**src/rtl/pong_pkg.sv**
```systemverilog
// Shared types and constants for the ball bounce sequencing logic.
package pong_pkg;

   typedef enum logic [1:0] {
      IDLE   = 2'd0,
      PLAY   = 2'd1,
      LOCKED = 2'd2
   } bounce_state_t;

   typedef logic signed [3:0] vvel_t;

   localparam logic [1:0] SPEED_SLOW  = 2'd0;
   localparam logic [1:0] SPEED_MID   = 2'd1;
   localparam logic [1:0] SPEED_FAST  = 2'd2;
   localparam logic [3:0] HIT_CNT_MAX = 4'd15;

   // Top of the paddle deflects upward; the two centre rows return the ball flat.
   function automatic vvel_t seg_to_vvel(input logic [2:0] seg);
      vvel_t v;
      case (seg)
         3'd0:    v = -4'sd3;
         3'd1:    v = -4'sd2;
         3'd2:    v = -4'sd1;
         3'd5:    v =  4'sd1;
         3'd6:    v =  4'sd2;
         3'd7:    v =  4'sd3;
         default: v =  4'sd0;
      endcase
      return v;
   endfunction

endpackage

```
**src/rtl/seg_to_vvel_lut.sv**
```systemverilog
// Paddle segment (upper three bits of the row index) to vertical velocity.
module seg_to_vvel_lut
   import pong_pkg::*;
(
   input  logic [2:0] seg,
   output vvel_t      vvel
);

   assign vvel = seg_to_vvel(seg);

endmodule

```
**src/rtl/ball_bounce_ctrl.sv**
```systemverilog
// Paddle-contact sequencer: one bounce per contact, then owns direction,
// vertical velocity, rally speed level and the hit-sound gate.
//
// state  | meaning
// IDLE   | waiting for serve; hits ignored
// PLAY   | ball in flight; direction-consistent hit accepted
// LOCKED | bounce taken; wait for a frame with no hit strobes
module ball_bounce_ctrl
   import pong_pkg::*;
#(
   parameter int SND_FRAMES  = 4,
   parameter int SPEED1_HITS = 4,
   parameter int SPEED2_HITS = 12
) (
   input  logic       CLK,
   input  logic       RST_N,
   input  logic       HIT1_N,
   input  logic       HIT2_N,
   input  logic [3:0] PAD1_SEG,
   input  logic [3:0] PAD2_SEG,
   input  logic       VRESET,
   input  logic       SERVE,
   input  logic       SERVE_DIR,
   input  logic       MISS,
   output logic       DIR_R,
   output logic [3:0] VVEL,
   output logic [1:0] HSPEED,
   output logic [3:0] HIT_CNT,
   output logic       HIT_SND,
   output logic       IN_PLAY
);

   bounce_state_t state, state_nxt;
   vvel_t         vvel_q, vvel_nxt, lut_vvel;
   logic          dir_nxt, seen, seen_nxt, seen_frame;
   logic [1:0]    hspeed_nxt, speed_new;
   logic [3:0]    cnt_nxt, cnt_inc, snd_cnt, snd_nxt;
   logic [2:0]    lut_seg;
   logic          hit1, hit2, accept;
   logic          unused_seg_lsb;

   assign hit1   = ~HIT1_N;
   assign hit2   = ~HIT2_N;
   assign accept = (state == PLAY) && !MISS && ((hit1 && !DIR_R) || (hit2 && DIR_R));

   // Only the paddle the ball is heading toward can be accepted, so DIR_R picks it.
   assign lut_seg        = DIR_R ? PAD2_SEG[3:1] : PAD1_SEG[3:1];
   assign unused_seg_lsb = &{1'b0, PAD1_SEG[0], PAD2_SEG[0]};

   seg_to_vvel_lut u_lut (
      .seg  (lut_seg),
      .vvel (lut_vvel)
   );

   assign cnt_inc    = (HIT_CNT == HIT_CNT_MAX) ? HIT_CNT_MAX : HIT_CNT + 4'd1;
   assign speed_new  = (cnt_inc >= 4'(SPEED2_HITS)) ? SPEED_FAST :
                       (cnt_inc >= 4'(SPEED1_HITS)) ? SPEED_MID  : SPEED_SLOW;
   assign seen_frame = seen | hit1 | hit2;

   always_ff @(posedge CLK or negedge RST_N) begin
      if (!RST_N) begin
         state   <= IDLE;
         DIR_R   <= 1'b0;
         vvel_q  <= '0;
         HSPEED  <= SPEED_SLOW;
         HIT_CNT <= '0;
         seen    <= 1'b0;
         snd_cnt <= '0;
      end else begin
         state   <= state_nxt;
         DIR_R   <= dir_nxt;
         vvel_q  <= vvel_nxt;
         HSPEED  <= hspeed_nxt;
         HIT_CNT <= cnt_nxt;
         seen    <= seen_nxt;
         snd_cnt <= snd_nxt;
      end
   end

   always_comb begin
      state_nxt  = state;
      dir_nxt    = DIR_R;
      vvel_nxt   = vvel_q;
      hspeed_nxt = HSPEED;
      cnt_nxt    = HIT_CNT;
      seen_nxt   = 1'b0;
      snd_nxt    = (VRESET && snd_cnt != '0) ? snd_cnt - 4'd1 : snd_cnt;
      if (MISS) begin
         state_nxt = IDLE;
         snd_nxt   = '0;
      end else begin
         case (state)
            IDLE: begin
               if (SERVE) begin
                  state_nxt  = PLAY;
                  dir_nxt    = SERVE_DIR;
                  vvel_nxt   = '0;
                  cnt_nxt    = '0;
                  hspeed_nxt = SPEED_SLOW;
               end
            end
            PLAY: begin
               if (accept) begin
                  state_nxt  = LOCKED;
                  dir_nxt    = ~DIR_R;
                  vvel_nxt   = lut_vvel;
                  cnt_nxt    = cnt_inc;
                  hspeed_nxt = speed_new;
                  snd_nxt    = 4'(SND_FRAMES);
                  seen_nxt   = 1'b1;
               end
            end
            LOCKED: begin
               // A strobe on the VRESET cycle itself still counts against the closing frame.
               if (VRESET) begin
                  if (!seen_frame) state_nxt = PLAY;
               end else begin
                  seen_nxt = seen_frame;
               end
            end
            default: state_nxt = IDLE;
         endcase
      end
   end

   always_comb begin
      IN_PLAY = (state != IDLE);
      HIT_SND = (snd_cnt != '0);
      VVEL    = vvel_q;
   end

endmodule

```
**config.mk**
```make
export PLATFORM = sky130hd
export DESIGN_NAME = ball_bounce_ctrl
export DESIGN_NICKNAME = d
export VERILOG_FILES = /design/src/rtl/pong_pkg.sv /design/src/rtl/seg_to_vvel_lut.sv /design/src/rtl/ball_bounce_ctrl.sv
export SDC_FILE = /design/constraint.sdc
export NUM_CORES = 1
export LEC_CHECK = 0
export CAP_MARGIN = 40
export CORE_ASPECT_RATIO = 0.8
export CORE_MARGIN = 5
export CORE_UTILIZATION = 50
export CTS_CLUSTER_SIZE = 8
export DETAILED_ROUTE_END_ITERATION = 8
export DONT_BUFFER_PORTS = 1
export GPL_ROUTABILITY_DRIVEN = 0
export PLACE_DENSITY = 0.71
export SLEW_MARGIN = 5
export SYNTH_ARGS = -nofsm -noshare
export SYNTH_HDL_FRONTEND = slang
export SYNTH_SLANG_ARGS = --single-unit
export TNS_END_PERCENT = 30
```
**constraint.sdc**
```tcl
create_clock -name CLK -period 1.9 [get_ports CLK]
set_input_delay 0.095 -clock CLK [delete_from_list [all_inputs] [get_ports CLK]]
set_output_delay 0.095 -clock CLK [all_outputs]
set_load 0.02 [all_outputs]
```
Yosys cells after proc, flatten, opt, wreduce, memory -nomap -nowiden
Cells that the tools add are included.
- logic and storage cells: 76
- flip-flop bits (word level): 18
- input port bits: 16
- order comparisons: 2
- bitwise logic cells: 6
- eq/ne operators: 14
- reductions and logical operators: 15
- add/sub/neg operators: 2
- multiplexer cells: 30
- operators by type and width (operator ; count):
    4-bit two-way mux ; 8
    4-bit one-hot mux with 6 select lines ; 1
    2-bit two-way mux ; 8
    4-bit one-hot mux with 2 select lines ; 2
    3-bit inequality test, second input constant ; 4
    3-bit equality test, second input constant ; 3
    4-bit AND reduction ; 2
    1-bit two-way mux ; 6
    2-bit one-hot mux with 3 select lines ; 1
    1-bit logical AND ; 5
    4-bit by 1-bit adder with 4-bit output, second input constant ; 1
    4-bit equality test, second input constant ; 1
    4-bit by 3-bit greater-or-equal comparator with 1-bit output, second input constant ; 1
    4-bit greater-or-equal comparator, second input constant ; 1
    2-bit inequality test, second input constant ; 2
    1-bit inverter ; 4
    1-bit one-hot mux with 2 select lines ; 2
    2-bit one-hot mux with 2 select lines ; 1
    2-bit nonzero test ; 2
    4-bit nonzero test ; 1
    4-bit by 1-bit subtractor with 4-bit output, second input constant ; 1
    3-bit by 1-bit equality test with 1-bit output, second input constant ; 1
    3-bit by 2-bit equality test with 1-bit output, second input constant ; 1
    3-bit zero test ; 1
    7 further kinds ; 9

Depth between registers and ports, before layout
- depth after elaboration: 7
- depth in mapped cells: 8
- depth with buffers taken out: 6

Cells and area by module
A second synthesis with hierarchy kept.
- cells, all modules: 116
- area, all modules: 1153.6 um2
- modules (own cells, without submodules) (module ; times used ; cells each ; sequential area each (um2) ; area each (um2)):
    ball_bounce_ctrl ; 1 ; 111 ; 450.4 ; 1117.3
    seg_to_vvel_lut ; 1 ; 5 ; 0.0 ; 36.3

Least setup slack after synthesis
No wires, ideal clock.
- kind: register -> register
- from: reg snd_cnt[0]
- to: reg snd_cnt[1]
- library setup time: 0.111 ns
- arrival: 1.619 ns
- path buffers: 0
- stages on the path, launching flop included: 6
- setup slack: 0.170 ns
- cells stage by stage: dfrtp_1 inv_1 ha_1 or3b_1 and2_1 a2111oi_2
- word-level cells in the longest chain between the ends: 6
- ends and longest elaborated chain (element ; line ; source):
    from (decl) ; ball_bounce_ctrl.sv:37 ; logic [3:0] cnt_nxt, cnt_inc, snd_cnt, snd_nxt;
    from (signal assigned) ; ball_bounce_ctrl.sv:76 ; snd_cnt <= snd_nxt;
    4-bit nonzero test (*) ; -- ;
    net HIT_SND ; ball_bounce_ctrl.sv:29 ; output logic HIT_SND,
    1-bit logical AND (*) ; ball_bounce_ctrl.sv:87 ; snd_nxt = (VRESET && snd_cnt != '0) ? snd_cnt - 4'd1 : snd_cnt;
    4-bit two-way mux (*) ; ball_bounce_ctrl.sv:87 ;
    4-bit two-way mux ; ball_bounce_ctrl.sv:103 ; if (accept) begin
    4-bit two-way mux (*) ; ball_bounce_ctrl.sv:92 ; case (state)
    4-bit two-way mux (*) ; ball_bounce_ctrl.sv:88 ; if (MISS) begin
    net snd_nxt[1] ; ball_bounce_ctrl.sv:37 ;
Mark *: on every way through the listed nets, which the timed path passes. The rest lies on a longest branch.
A chain may end at the register's enable or synchronous reset.

Final worst setup path
- from: reg snd_cnt[0]
- to: reg snd_cnt[1]
- word-level cells in the longest chain between the ends: 6
- ends and longest elaborated chain (element ; line):
    parallel branches: the longest is 2 deep, another holds 4-bit by 1-bit subtractor with 4-bit output ; --
    4-bit two-way mux (*) ; ball_bounce_ctrl.sv:87
    4-bit two-way mux ; ball_bounce_ctrl.sv:103
    4-bit two-way mux (*) ; ball_bounce_ctrl.sv:92
    4-bit two-way mux (*) ; ball_bounce_ctrl.sv:88
    net snd_nxt[1] ; ball_bounce_ctrl.sv:37
Mark *: on every way through the listed nets, which the timed path passes.

==> flow_summary.json <==
{
  "n_antenna_cell": 0,
  "ir_drop_v": 0.000942,
  "critPathKind": "register to register",
  "drive_above_1_share": 0.149,
  "tns_ps": 0,
  "min_path_type": "input pin to register",
  "grt_pass1_wl_mm": 4.23,
  "synth_area_leaders": "dfrtp_1, ha_1, a21oi_1",
  "grt_use_total": 0.165,
  "first_global_vias": 912,
  "cts_buffers": 3,
  "finalCritPeriodShare": 0.896,
  "yosys-top-cells-count": "dfrtp_1, a21oi_1, inv_1, nand2_1",
  "hp-start": "SERVE_DIR",
  "hold_viol": 0,
  "crit_start": "snd_cnt[0]",
  "synth_nets": 136,
  "clock-skew-final_ps": 6.14,
  "stdcell_area_mm2": 0.00120,
  "maxSlewHeadroom": 0.474,
  "viasPerCell": 5.84,
  "synthDistinctLibCells": 40,
  "grt_util_met3": 0.0751,
  "synth_edf_count": 0,
  "clk-insertion-delay-late_ps": 290,
  "synth_top_area_frac": 0.382,
  "wl_mm": 2.39,
  "yosys.area.top_type": "dfrtp_1",
  "tightest_slew_ps": 787,
  "wl_per_cell_um": 16.4,
  "ys.flop_type": "dfrtp_1",
  "cts.path.max_buffers": 2,
  "cts_tree": "yes",
  "setup-violations-final": 0,
  "regToRegStartpoint": "snd_cnt[0]",
  "maxCapViolations": 0,
  "cts_setup_buffers": 0,
  "synth_area_per_cell_um2": 9.76,
  "dieHeight_um": 52.2,
  "dp.cells": 140,
  "yosysMostFrequentCell": "dfrtp_1",
  "yosysWarnings": 0,
  "crit_fanout": 3,
  "port-buffer-count": 0,
  "h-tree-depth": 1,
  "p_leak_nw": 0.523,
  "grt_max_degree": 18,
  "dieArea_mm2": 0.00327,
  "root_buffer": "clkbuf_4",
  "power.density_mw_per_mm2": 1380,
  "die_x_um": 62.7,
  "initial_core_util": 0.520,
  "gr-total-overflow": 0,
  "synth-seq-area-share": 0.382,
  "required_ps": 2090,
  "top_usage_layer": "met2",
  "status": "finished clean",
  "ios": 29,
  "final_cells": 146,
  "area_delta_synth_final_pct": 7.87,
  "cp.arrival_ps": 1890,
  "use_met1": 0.190,
  "antenna_left": 0,
  "timing.fmax_ghz": 0.587,
  "maxSlewViolCount": 0,
  "synth_cells": 114,
  "drt-initial-drc-count": 11,
  "antenna_found_initial": 0,
  "ys_seq_elements": 17,
  "period_needed_ps": 1700,
  "cp-end-kind": "register",
  "cts_sinks": 17,
  "place_area_mm2": 0.00115,
  "core-area_mm2": 0.00214,
  "placementRows": 15,
  "met2_usage": 0.288,
  "start_kind": "register",
  "drc": 0,
  "vias": 853,
  "rsz0062_at_grt": "false",
  "syn_area_mm2": 0.00111,
  "async_flop_share": 1.00,
  "clk_pin_slew_ps": 100,
  "nets": 144,
  "drt_first_pass_iters": 4,
  "place_hpwl_mm": 1.82
}
## worst max-delay path, cell delays in order, from the launching register on
cell	delay (ps)
dfrtp_1	420
inv_1	70
ha_1	170
or3b_1	370
and2_1	210
a2111oi_2	360
## placed cells by master, fill, tap and decap left out, types with 2 or more instances in the layout
| master | n |
|---|---|
| dfrtp_1 | 17 |
| nand2b_1 | 4 |
| nand3_1 | 2 |
| nand3b_1 | 3 |
| a31oi_1 | 3 |
| o21ai_0 | 6 |
| buf_4 | 6 |
| a211oi_1 | 3 |
| o2bb2ai_1 | 3 |
| clkbuf_4 | 3 |
| ha_1 | 6 |
| nor3_1 | 3 |
| nand2_1 | 7 |
| xnor2_1 | 4 |
| a21oi_1 | 8 |
| inv_1 | 7 |
| nor3b_1 | 2 |
| nor2_1 | 6 |
| dlygate4sd3_1 | 2 |
| a22oi_1 | 3 |
| mux2i_1 | 4 |
## flip-flops by register name (all words and copies together) (netlist names)
register,flops
DIR_R,1
HIT_CNT,4
HSPEED,2
VVEL,3
seen,1
snd_cnt,4
state,2
## logic make-up after synthesis
family | count (synthesis) | synth area share
and+or+nand+nor | 36 | 0.196
AOI/OAI and AO/OA | 33 | 0.210
DFF | 17 | 0.382
buffers and inverters | 12 | 0.0551
adders and majority gates | 6 | 0.0675
xor gates and xnor gates | 5 | 0.0394
muxes | 5 | 0.0495
## final timing paths
check                             end  slack [ps]  depth (start not counted)
max                        snd_cnt[1]         200                          5
min                             DIR_R          30                          2
max reg2reg                snd_cnt[1]         200                          5
min reg2reg                  state[0]         590                          2
max in group asynchronous  HIT_CNT[0]        1090                          1
min in group asynchronous    state[1]         320                          1
## area by class of cell
cell class / count / area (µm²)
fillers: 206 / 940
multi-input cells: 85 / 626
flip-flops and latches: 17 / 425
repair buffers: 8 / 65.1
well taps: 25 / 31.3
clock buffers: 4 / 26.3
inverters: 7 / 26.3
## layer usage
metal  vias to the layer above  share of wire
li1                        427              -
met1                       403           0.45
met2                        21           0.46
met3                         2          0.084
met4                         0         0.0071
met5                         -              0
## metrics by stage
stage	setup slack (ps)	total power [mW]	utilization	hold slack (ps)
after floorplan	170	1.28	-	-201
after global placement	267	1.44	0.539	-200
after detailed placement	209	1.46	0.539	-200
after CTS	183	1.67	0.561	30.4
after global routing	29.5	1.81	0.561	48.7
final	197	1.66	0.561	33.1
## repair_timing
action | 4_1_cts | 5_1_grt
hold buffers | 2 | 0
endpoints found under the hold margin | 24 | 0
gates resized for setup | 0 | 0
## report_power, final
group	switching, mW	internal (mW)
sequential	0.158	0.468
combinational	0.473	0.371
clock	0.110	0.0817
Power figures use the tool's default switching activity.
